$ cat src/rtl/multicycle_control.sv
// Multicycle LEGv8-style control unit: fetch/decode/execute sequencing,
// memory-wait timeout supervision, retire counting and sticky fault capture.
//
// Memory handshake: the controller holds MemRead or MemWrite high for the
// whole memory state; a transfer completes in the cycle mem_ready=1 is seen
// while the strobe is high. Nothing is latched from a cycle with mem_ready=0.
module multicycle_control #(
   parameter int unsigned MEM_TIMEOUT = 15
) (
   input  logic        clk,
   input  logic        reset,
   input  logic [10:0] Opcode,
   input  logic        mem_ready,
   output logic        PCWrite,
   output logic        PCWriteCond,
   output logic        IRWrite,
   output logic        MemRead,
   output logic        MemWrite,
   output logic        MemtoReg,
   output logic        RegWrite,
   output logic        Reg2Loc,
   output logic        ALUSrcA,
   output logic        PCSource,
   output logic [1:0]  ALUSrcB,
   output logic [1:0]  ALUOp,
   output logic [3:0]  state,
   output logic        instr_done,
   output logic [15:0] retired,
   output logic [1:0]  fault_code
);

   localparam logic [3:0] S_FETCH  = 4'd0;
   localparam logic [3:0] S_DECODE = 4'd1;
   localparam logic [3:0] S_EXEC_R = 4'd2;
   localparam logic [3:0] S_WB_R   = 4'd3;
   localparam logic [3:0] S_ADDR   = 4'd4;
   localparam logic [3:0] S_MEM_RD = 4'd5;
   localparam logic [3:0] S_WB_LD  = 4'd6;
   localparam logic [3:0] S_MEM_WR = 4'd7;
   localparam logic [3:0] S_BRANCH = 4'd8;
   localparam logic [3:0] S_HALT   = 4'd15;

   localparam logic [1:0] F_NONE    = 2'b00;
   localparam logic [1:0] F_ILLEGAL = 2'b01;
   localparam logic [1:0] F_TIMEOUT = 2'b10;

   localparam logic [10:0] OP_ADD  = 11'b10001011000;
   localparam logic [10:0] OP_SUB  = 11'b11001011000;
   localparam logic [10:0] OP_AND  = 11'b10001010000;
   localparam logic [10:0] OP_ORR  = 11'b10101010000;
   localparam logic [10:0] OP_LDUR = 11'b11111000010;
   localparam logic [10:0] OP_STUR = 11'b11111000000;
   localparam logic [7:0]  OP_CBZ_PREFIX = 8'b10110100;

   localparam logic [7:0] TIMEOUT_LIMIT = 8'(MEM_TIMEOUT);

   logic [3:0]  r_state;
   logic [3:0]  w_next_state;
   logic [1:0]  w_next_fault;
   logic [7:0]  r_wait_cnt;
   logic [15:0] r_retired;
   logic [1:0]  r_fault;

   logic w_is_rtype;
   logic w_is_ldur;
   logic w_is_stur;
   logic w_is_cbz;
   logic w_mem_state;
   logic w_timeout;

   assign w_is_rtype = (Opcode == OP_ADD) || (Opcode == OP_SUB) ||
                       (Opcode == OP_AND) || (Opcode == OP_ORR);
   assign w_is_ldur  = (Opcode == OP_LDUR);
   assign w_is_stur  = (Opcode == OP_STUR);
   assign w_is_cbz   = (Opcode[10:3] == OP_CBZ_PREFIX);

   // States in which the wait counter runs and the timeout is armed.
   assign w_mem_state = (r_state == S_FETCH) || (r_state == S_MEM_RD) ||
                        (r_state == S_MEM_WR);
   // Counter has already sat MEM_TIMEOUT cycles and memory is still not ready.
   assign w_timeout   = w_mem_state && !mem_ready && (r_wait_cnt == TIMEOUT_LIMIT);

   assign state      = r_state;
   assign retired    = r_retired;
   assign fault_code = r_fault;

   // Second register operand comes from Rt for stores and CBZ.
   assign Reg2Loc = (r_state != S_FETCH) && (r_state != S_HALT) && (w_is_stur || w_is_cbz);

   // Next-state selection and the fault cause reported if the next state is HALT.
   always_comb begin
      w_next_state = r_state;
      w_next_fault = F_NONE;
      case (r_state)
         S_FETCH: begin
            if (mem_ready) begin
               w_next_state = S_DECODE;
            end else if (w_timeout) begin
               w_next_state = S_HALT;
               w_next_fault = F_TIMEOUT;
            end
         end
         S_DECODE: begin
            if (w_is_rtype) begin
               w_next_state = S_EXEC_R;
            end else if (w_is_ldur || w_is_stur) begin
               w_next_state = S_ADDR;
            end else if (w_is_cbz) begin
               w_next_state = S_BRANCH;
            end else begin
               w_next_state = S_HALT;
               w_next_fault = F_ILLEGAL;
            end
         end
         S_EXEC_R: w_next_state = S_WB_R;
         S_WB_R:   w_next_state = S_FETCH;
         S_ADDR: begin
            // Opcode is stable after DECODE; anything else here is treated as illegal.
            if (w_is_ldur) begin
               w_next_state = S_MEM_RD;
            end else if (w_is_stur) begin
               w_next_state = S_MEM_WR;
            end else begin
               w_next_state = S_HALT;
               w_next_fault = F_ILLEGAL;
            end
         end
         S_MEM_RD: begin
            if (mem_ready) begin
               w_next_state = S_WB_LD;
            end else if (w_timeout) begin
               w_next_state = S_HALT;
               w_next_fault = F_TIMEOUT;
            end
         end
         S_WB_LD: w_next_state = S_FETCH;
         S_MEM_WR: begin
            if (mem_ready) begin
               w_next_state = S_FETCH;
            end else if (w_timeout) begin
               w_next_state = S_HALT;
               w_next_fault = F_TIMEOUT;
            end
         end
         S_BRANCH: w_next_state = S_FETCH;
         S_HALT:   w_next_state = S_HALT;
         default: begin
            // Unused encodings are unreachable; park safely if ever entered.
            w_next_state = S_HALT;
            w_next_fault = F_ILLEGAL;
         end
      endcase
   end

   // Datapath strobes and mux selects decoded from the current state.
   always_comb begin
      PCWrite     = 1'b0;
      PCWriteCond = 1'b0;
      IRWrite     = 1'b0;
      MemRead     = 1'b0;
      MemWrite    = 1'b0;
      MemtoReg    = 1'b0;
      RegWrite    = 1'b0;
      ALUSrcA     = 1'b0;
      PCSource    = 1'b0;
      ALUSrcB     = 2'b00;
      ALUOp       = 2'b00;
      instr_done  = 1'b0;
      case (r_state)
         S_FETCH: begin
            MemRead = 1'b1;
            ALUSrcB = 2'b01;
            IRWrite = mem_ready;
            PCWrite = mem_ready;
         end
         S_DECODE: begin
            ALUSrcB = 2'b11;
         end
         S_EXEC_R: begin
            ALUSrcA = 1'b1;
            ALUOp   = 2'b10;
         end
         S_WB_R: begin
            RegWrite   = 1'b1;
            instr_done = 1'b1;
         end
         S_ADDR: begin
            ALUSrcA = 1'b1;
            ALUSrcB = 2'b10;
         end
         S_MEM_RD: begin
            MemRead = 1'b1;
         end
         S_WB_LD: begin
            RegWrite   = 1'b1;
            MemtoReg   = 1'b1;
            instr_done = 1'b1;
         end
         S_MEM_WR: begin
            MemWrite   = 1'b1;
            instr_done = mem_ready;
         end
         S_BRANCH: begin
            ALUSrcA     = 1'b1;
            ALUOp       = 2'b01;
            PCWriteCond = 1'b1;
            PCSource    = 1'b1;
            instr_done  = 1'b1;
         end
         default: begin
            // HALT and unused encodings keep every strobe low.
         end
      endcase
   end

   // State register; reset overrides every transition and memory response.
   always_ff @(posedge clk) begin
      if (reset) begin
         r_state <= S_FETCH;
      end else begin
         r_state <= w_next_state;
      end
   end

   // Wait counter restarts on every state change and counts not-ready cycles.
   always_ff @(posedge clk) begin
      if (reset) begin
         r_wait_cnt <= 8'd0;
      end else if (w_next_state != r_state) begin
         r_wait_cnt <= 8'd0;
      end else if (w_mem_state && !mem_ready) begin
         r_wait_cnt <= r_wait_cnt + 8'd1;
      end
   end

   // Retired-instruction counter, wrapping naturally at 16 bits.
   always_ff @(posedge clk) begin
      if (reset) begin
         r_retired <= 16'd0;
      end else if (instr_done) begin
         r_retired <= r_retired + 16'd1;
      end
   end

   // Fault cause captured once on entry to HALT and held until reset.
   always_ff @(posedge clk) begin
      if (reset) begin
         r_fault <= F_NONE;
      end else if ((r_state != S_HALT) && (w_next_state == S_HALT)) begin
         r_fault <= w_next_fault;
      end
   end

endmodule

$ cat config.mk
export PLATFORM = sky130hd
export DESIGN_NAME = multicycle_control
export DESIGN_NICKNAME = d
export VERILOG_FILES = /design/src/rtl/multicycle_control.sv
export SDC_FILE = /design/constraint.sdc
export NUM_CORES = 1
export LEC_CHECK = 0
export ABC_AREA = 0
export CAP_MARGIN = 20
export CORE_AREA = 2 2 58 87
export CTS_CLUSTER_SIZE = 25
export DETAILED_ROUTE_END_ITERATION = 6
export DIE_AREA = 0 0 60 89
export HOLD_SLACK_MARGIN = 0.02
export PLACE_DENSITY_LB_ADDON = 0.12
export REMOVE_ABC_BUFFERS = 1
export SETUP_SLACK_MARGIN = 0.15
export SLEW_MARGIN = 20
export SYNTH_ARGS = -nofsm -noshare
export SYNTH_HDL_FRONTEND = slang
export SYNTH_SLANG_ARGS = --single-unit
$ cat constraint.sdc
create_clock -name clk -period 2.1 [get_ports clk]
set_input_delay 0.42 -clock clk [delete_from_list [all_inputs] [get_ports clk]]
set_output_delay 0.42 -clock clk [all_outputs]
set_load 0.05 [all_outputs]
After elaboration in Yosys (flattened, before gate mapping)
Index checks and enable logic that the tools add are counted.
{"block": "classes", "addsub": 2, "eq_ne": 20, "n_mux": 28, "n_reduce_logical": 22}
{"cell": "11-bit == test, second input constant", "n": 6}
{"cell": "4-bit two-way mux", "n": 8}
{"cell": "4-bit case mux with 7 select lines", "n": 1}
{"cell": "16-bit by 1-bit adder with 16-bit output, second input constant", "n": 1}
{"cell": "4-bit by 3-bit == test with 1-bit output, second input constant", "n": 4}
{"cell": "4-bit == test, second input constant", "n": 3}
{"cell": "1-bit two-way mux", "n": 12}
{"cell": "3-bit OR reduction", "n": 3}
{"cell": "8-bit by 1-bit adder with 8-bit output, second input constant", "n": 1}
{"cell": "4-bit by 2-bit == test with 1-bit output, second input constant", "n": 2}
{"cell": "8-bit by 4-bit == test with 1-bit output, second input constant", "n": 1}
{"cell": "8-bit == test, second input constant", "n": 1}
{"cell": "2-bit case mux with 4 select lines", "n": 1}
{"cell": "1-bit logical OR", "n": 7}
{"cell": "2-bit case mux with 3 select lines", "n": 1}
{"cell": "2-bit OR reduction", "n": 3}
{"cell": "1-bit logical AND", "n": 5}
{"cell": "5-bit OR reduction", "n": 1}
{"cell": "4-bit by 1-bit == test with 1-bit output, second input constant", "n": 1}
{"cell": "4-bit zero test", "n": 1}
{"cell": "2-bit two-way mux", "n": 2}
{"cell": "4-bit != test", "n": 1}
{"cell": "4-bit != test, second input constant", "n": 1}
{"cell": "2-bit case mux with 2 select lines", "n": 1}
{"cell": "other kinds (4)", "n": 4}
{"block": "totals", "regBits": 30, "input_bits": 14}

Longest topological paths before layout
Gate-level depths: netlist of run 1.
{"block": "depth", "word_depth": 10, "mapped_depth": 8, "ltp_nobuf": 6}

Worst setup path after synthesis of run 1
No wires, ideal clock.
{"block": "synth_path", "path_type": "register to output", "startpoint": "reg r_state[1], in the netlist state[1]", "endpoint": "out ALUSrcA", "arrival_ns": 3.465, "t_required_ns": 1.680, "slack_ns": -1.785, "path_stages_with_launch": 6, "n_path_buf": 2, "path_cell_list": "dfxtp_1 clkbuf_1 buf_1 inv_1 nor4_1 or3_1"}
{"block": "synth_between", "elab_chain_cells": 3}
{"item": "start: declaration", "line": "57", "rtl": "logic [3:0] r_state;"}
{"item": "start signal: assignment", "line": "221", "rtl": "r_state <= w_next_state;"}
{"item": "4-bit == test, or another cell as far along", "line": "169", "rtl": "case (r_state)"}
{"item": "3-bit OR reduction (no line) *"}
{"item": "1-bit two-way mux *", "line": "169"}
{"item": "end: declaration", "line": "22", "rtl": "output logic ALUSrcA,"}
Mark *: on every way between the ends. The rest lies on a longest branch, timed or not.

Worst setup path after layout of run 1
{"block": "layout_path", "startpoint": "reg r_state[0], in the netlist state[0]", "endpoint": "reg r_fault[1], in the netlist fault_code[1]"}
{"block": "layout_between", "elab_chain_cells": 10}
{"item": "4-bit by 3-bit == test with 1-bit output / 4-bit zero test (equally long branches)", "line": "78, 94"}
{"item": "1-bit logical OR (2 in series)", "line": "78", "rtl": "assign w_mem_state = (r_state == S_FETCH) || (r_state == S_MEM_RD) ||"}
{"item": "1-bit logical AND (2 in series)", "line": "81", "rtl": "assign w_timeout = w_mem_state && !mem_ready && (r_wait_cnt == TIMEOUT_LIMIT);"}
{"item": "4-bit two-way mux", "line": "98, 131, 140"}
{"item": "4-bit two-way mux, on equally long branches", "line": "138, 129, 96"}
{"item": "4-bit case mux with 7 select lines", "line": "94", "rtl": "case (r_state)"}
{"item": "4-bit == test", "line": "249", "rtl": "end else if ((r_state != S_HALT) && (w_next_state == S_HALT)) begin"}
{"item": "1-bit logical AND", "line": "249"}
{"item": "end signal: assignment", "line": "250", "rtl": "r_fault <= w_next_fault;"}
{"item": "end: declaration", "line": "62", "rtl": "logic [1:0] r_fault;"}
Parallel ways exist; a longest one is shown, timed or not.
A chain may end at the register's enable or synchronous reset.

==> impl_metrics.py, run 1 <==
metrics = {
    "status": {
        "violations": "setup timing",
        "status": "finished with violations",
    },
    "synth": {
        "ys_top_cells_by_area": "dfxtp_1 (31%), nor2_1 (5.6%), xor2_1 (5.0%)",
        "synth.area.mux_share_pct": 2.21,
        "synthSimpleGateAreaFrac_pct": 31.6,
        "synthFlopType": "dfxtp_1",
        "syn_area_sq_mm": 0.00193,
        "async_reset_ff_share_pct": 0,
        "synthCells": 243,
        "synth_seq_cells": 30,
        "synth_compound_area_share_pct": 19.7,
        "synth_largest_area_cell": "dfxtp_1",
        "synth-edff-count": 0,
        "yosys.area_share.xor_xnor_pct": 7.27,
        "synth-seq-area-share_pct": 31.1,
        "synthAdderAreaFrac_pct": 1.30,
        "ys_types": 53,
        "synth_top_family_by_area": "simple AND/OR/NAND/NOR gates",
        "synth_area_per_cell_sq_um": 7.93,
        "synth.top_cell.area_share_pct": 31.1,
        "ys_warn_count": 0,
    },
    "power_and_ir_drop": {
        "total_power_uw": 5260,
        "p_leak_uw": 0.00150,
        "ir_worst_vdd_v": 0.00137,
        "power_density_mw_per_mm2": 1500,
    },
    "floorplan": {
        "die-area_sq_mm": 0.00534,
        "placementRows": 30,
        "die_w_um": 60,
        "initial_core_util_pct": 42.5,
        "ios": 51,
        "core_area_sq_mm": 0.00454,
        "die_y_um": 89,
    },
    "critical_path": {
        "worst_setup_path_end_kind": "flop",
        "cp_slowest_stage_delay_ns": 0.45,
        "startpoint": "state[0]",
        "worstPathMaxFanout": 5,
        "required_ns": 2.31,
        "cpMaxStageDelayCell": "nor4b_2",
        "worstSetupStartpointType": "flop",
        "crit_type": "flop to flop",
        "path_cells": "buf_4, nor4b_2, nor3_1, o21ai_0, buf_4, o211ai_1, a221oi_2",
        "r2r_start": "state[0]",
        "cpMostUsedCell": "buf_4",
        "crit_arrival_ns": 2.36,
    },
    "layout": {
        "postLayoutCoreUtil_pct": 77.0,
        "insertedDiodeCount": 0,
        "syn_to_final_growth_pct": 81.4,
        "fin_nets": 368,
        "layout-drive-gt1-share_pct": 43.6,
    },
    "sta": {
        "hold_violations": 0,
        "finalCritPeriodShare_pct": 102,
        "relSlewSlack_pct": 64.8,
        "worst_slack_ns": -0.0521,
        "finClkSkew_ns": 0.00639,
        "setup_violations": 2,
        "max_freq_mhz": 465,
        "rsz0062_at_grt": "true",
        "worstMarginPinSlew_ns": 0.527,
        "finalMaxSlewViolations": 0,
        "fin_crit_ns": 2.15,
    },
    "clock_network": {
        "numCtsBuffers": 5,
        "cts.clk_slew.worst_paths_ns": 0.06,
        "clkSinkCount": 30,
        "cts_tree": "done",
        "clock_path_buffers": 2,
        "clock_latency_ns": 0.29,
        "clock-root-buffer": "clkbuf_8",
        "htree_levels": 2,
    },
    "drt": {
        "final_antenna_net_count": 0,
        "drtPass1Iterations": 4,
        "dr_total_vias": 2311,
        "drc_errors": 0,
        "via_per_inst": 5.54,
        "wirelength_um": 7090,
        "drt_iter0_drc": 125,
        "routedWlPerCell_um": 17.0,
    },
    "global_routing": {
        "grt_pass1_wl_um": 10500,
        "grt_max_degree": 23,
        "antenna_found_initial": 0,
        "grt_pass1_vias": 2278,
        "overflow": 0,
        "track_usage_pct": 26.2,
    },
    "placement": {
        "gp_congestion": 0.906,
        "place_hpwl_um": 4180,
        "io_buffers": 50,
    },
    "run": {
        "maxCapViolCount": 0,
    },
    "hold_path": {
        "min-delay-start": "fault_code[1]",
        "holdCritPathClass": "flop to flop",
    },
}
[area by class of cell]
class                   instances  area [sq um]
fillers                       292          1040
repair buffers                120          1240
flip-flops and latches         30           613
clock inverters                 1          5.00
well taps                      64          80.1
clock buffers                   7          86.3
inverters                       9          45.0
multi-input cells             186          1430
[power breakdown]
part / leakage [uW] / internal, uW / switching [uW]
clock: 0.0000482 / 264 / 219
combinational: 0.00121 / 1830 / 2180
sequential: 0.000245 / 661 / 112
[path summary, 6_finish.rpt]
kind	end	slack [ns]	depth (start not counted)
max	fault_code[1]	-0.05	7
min	fault_code[1]	0.48	2
max reg2reg	fault_code[1]	-0.05	7
min reg2reg	fault_code[1]	0.48	2
[worst max-delay path, delay by kind of cell (launching register included)]
kind	cells	cell delay, ns
compound gates	3	0.78
flops	1	0.34
simple gates	2	0.57
buf+inv	2	0.37
[cell families (layout without fill, tap and decap cells)]
group	after synthesis	count (layout)
simple gates	111	111
compound gates	53	53
flops	30	30
buf+inv	27	137
xor+xnor	16	16
mux	4	4
fa+ha+maj	2	2
[layer usage]
metal	share of wire, %	vias to the layer above	wire length [um]	GRT usage [%]
met5	0	-	0	0
met4	4.8	0	341	19.2
met3	4.9	29	349	6.80
met2	55	100	3890	44.7
met1	35	1088	2510	27.0
li1	-	1094	-	-
[timing repair]
item                       4_1_cts  5_1_grt
pin swaps                       22       15
hold buffers                     0        0
gates cloned                     0        0
setup endpoints to repair       37       33
gates resized for setup         84       31
setup buffers                   14       12
[per-stage QoR]
| stage | TNS, ns | instance area [sq um] | instances | setup slack, ns | hold WS, ns |
|---|---|---|---|---|---|
| after global routing | -0.257 | 3500 | 417 | -0.0513 | 0.495 |
| after detailed placement | -6.98 | 2880 | 383 | -0.551 | 0.469 |
| after CTS | 0 | 3290 | 405 | 0.0797 | 0.483 |
| after global placement | -6.35 | 2880 | 383 | -0.488 | 0.464 |
| final | -0.0947 | 3500 | 417 | -0.0521 | 0.480 |
| after floorplan | -41.01 | 1830 | 225 | -2.13 | 0.472 |
[placed cells by master, fill, tap and decap left out, types with 4 or more instances in the layout]
master / count
buf_4: 56
nor3_1: 4
o21ai_0: 14
buf_6: 17
and3_1: 8
dlygate4sd2_1: 8
nor2_1: 26
xor2_1: 11
clkbuf_8: 6
dfxtp_1: 26
or3_1: 7
and2_1: 6
nand3_1: 7
inv_1: 6
buf_12: 15
nand2_1: 11
a21oi_1: 13
xnor2_1: 4
dlymetal6s2s_1: 8
clkdlybuf4s50_1: 11
nand4_1: 7
[flip-flops by register name, summed over array words and instances (netlist names)]
| register | flops |
|---|---|
| fault_code | 2 |
| r_wait_cnt | 8 |
| retired | 16 |
| state | 4 |
[Yosys cell counts, drive strengths merged, types with 3 or more instances]
cell type / n
nor2b: 3
nand4: 7
nor2: 29
and3: 8
o21ai: 15
dfxtp: 30
nor3b: 3
nor3: 7
nor4: 4
buf: 10
xor2: 11
nand3: 8
a21oi: 15
clkbuf: 8
nand2: 14
and2: 9
inv: 9
nor4b: 3
xnor2: 5
or3: 10
a31oi: 3
(Power assumes the default switching activity.)
==> inputs of run 2 (changes only) <==
--- a/config.mk
+++ b/config.mk
@@ -12,9 +12,9 @@
 export DETAILED_ROUTE_END_ITERATION = 6
 export DIE_AREA = 0 0 60 89
 export HOLD_SLACK_MARGIN = 0.02
+export MAX_ROUTING_LAYER = met4
 export PLACE_DENSITY_LB_ADDON = 0.12
 export REMOVE_ABC_BUFFERS = 1
-export SETUP_SLACK_MARGIN = 0.15
 export SLEW_MARGIN = 20
 export SYNTH_ARGS = -nofsm -noshare
 export SYNTH_HDL_FRONTEND = slang
==> run 2 against run 1 <==
Against the previous run:
- the flow still finishes with violations (setup timing)
- sequential cell count unchanged
- sequential power up 2%
- critical path type is now input port to output port
- final area down 9.3%
- clock skew up 0.0024 ns
- combinational power down 17%
- count of clock-buffer cells in the layout unchanged
- routed wire length down 18%
- die area unchanged
- largest power group unchanged
- clock power about the same
==> impl_metrics.py, run 2 (synthesized netlist as in run 1, its figures left out) <==
metrics = {
    "status": {
        "status": "finished with violations",
        "violations": "setup timing",
    },
    "drt": {
        "via_per_inst": 5.45,
        "final_antenna_net_count": 0,
        "drc_errors": 0,
        "dr_total_vias": 2165,
        "routedWlPerCell_um": 14.6,
        "wirelength_um": 5790,
        "drt_iter0_drc": 120,
        "drtPass1Iterations": 4,
    },
    "sta": {
        "worst_slack_ns": -0.0874,
        "hold_violations": 0,
        "worstMarginPinSlew_ns": 0.525,
        "max_freq_mhz": 457,
        "relSlewSlack_pct": 64.9,
        "finalMaxSlewViolations": 0,
        "finalCritPeriodShare_pct": 104,
        "hold_slack_ns": 0.477,
        "rsz0062_at_grt": "true",
        "fin_crit_ns": 2.19,
        "tns_ns": -0.280,
        "setup_violations": 8,
        "finClkSkew_ns": 0.00884,
    },
    "global_routing": {
        "track_usage_pct": 24.1,
        "antenna_found_initial": 0,
        "grt_max_degree": 23,
        "grt_pass1_vias": 2138,
        "grt_pass1_wl_um": 9490,
        "overflow": 0,
    },
    "placement": {
        "place_hpwl_um": 4180,
        "pre_cts_slack_ns": -0.551,
        "dp_cells": 383,
        "io_buffers": 50,
        "gp_congestion": 0.922,
    },
    "layout": {
        "layout-drive-gt1-share_pct": 35.1,
        "largest_register_ffs": 16,
        "syn_to_final_growth_pct": 64.5,
        "layout_common_cells": "buf_4 (46), nor2_1 (26), dfxtp_1 (26), clkdlybuf4s50_1 (22)",
        "stdcell_count": 397,
        "insertedDiodeCount": 0,
        "final_common_cell": "buf_4",
        "fin_nets": 348,
    },
    "clock_network": {
        "htree_levels": 2,
        "clock-root-buffer": "clkbuf_8",
        "numCtsBuffers": 5,
        "cts_tree": "done",
        "cts.clk_slew.worst_paths_ns": 0.06,
        "clock_latency_ns": 0.29,
        "clock_path_buffers": 2,
        "clkSinkCount": 30,
    },
    "floorplan": {
        "die_w_um": 60,
        "die_y_um": 89,
        "placementRows": 30,
        "ios": 51,
        "core_area_sq_mm": 0.00454,
        "die-area_sq_mm": 0.00534,
        "initial_core_util_pct": 42.5,
    },
    "critical_path": {
        "crit_arrival_ns": 1.77,
        "worst_setup_path_end_kind": "output port",
        "required_ns": 1.68,
        "worstSetupStartpointType": "input port",
        "startpoint": "Opcode[4]",
        "r2r_start": "state[0]",
        "worstPathMaxFanout": 4,
        "crit_type": "input port to output port",
    },
    "power_and_ir_drop": {
        "power_density_mw_per_mm2": 1450,
        "p_leak_uw": 0.00121,
        "ir_worst_vdd_v": 0.00131,
    },
    "hold_path": {
        "holdCritPathClass": "flop to flop",
        "min-delay-start": "fault_code[1]",
    },
    "run": {
        "maxCapViolCount": 0,
    },
}
run 2: final cells by class:
| class | count | area, sq um |
|---|---|---|
| fillers | 366 | 1370 |
| multi-input cells | 186 | 1310 |
| repair buffers | 100 | 1030 |
| flip-flops and latches | 30 | 613 |
| clock buffers | 7 | 86.3 |
| well taps | 64 | 80.1 |
| inverters | 9 | 40.0 |
| clock inverters | 1 | 5.00 |
run 2: per-layer routing:
metal	global-route usage (%)	routed length (um)
met5	-	0
met4	13.5	207
met3	4.20	245
met2	42.7	3130
met1	24.4	2210
run 2: path summary, 6_finish.rpt:
kind,depth (start not counted),to,slack (ns)
max,6,Reg2Loc,-0.09
min,2,fault_code[1],0.48
max reg2reg,8,r_wait_cnt[0],0.02
min reg2reg,2,fault_code[1],0.48
run 2: timing repair:
| action | 4_1_cts | 5_1_grt |
|---|---|---|
| gates resized for setup | 41 | 17 |
| hold endpoints to repair | 0 | 0 |
| pin swaps | 10 | 7 |
| buffers inserted | 2 | 4 |
| setup endpoints to repair | 23 | 17 |
| hold buffers | 0 | 0 |
run 2: stage by stage:
step | instance area, sq um | total power (uW) | util [%]
global route | 3170 | 4800 | 69.8
CTS | 3080 | 4420 | 67.7
global placement | 2880 | 3830 | 63.5
floorplan | 1830 | 2460 | -
finish | 3170 | 4590 | 69.8
detailed placement | 2880 | 3840 | 63.5
run 2: where the power goes:
group | switching, uW | internal (uW) | leakage, uW | total (uW)
Combinational | 1850 | 1470 | 0.000921 | 3320
Sequential | 126 | 662 | 0.000245 | 788
Clock | 217 | 264 | 0.0000482 | 481
Total | 2200 | 2390 | 0.00121 | 4590
run 2: worst max-delay path: stages:
cell and delay, ns:
clkdlybuf4s50_1 0.44, nor2_2 0.18, nand3_4 0.12, nor4_2 0.31, buf_4 0.17, buf_12 0.13
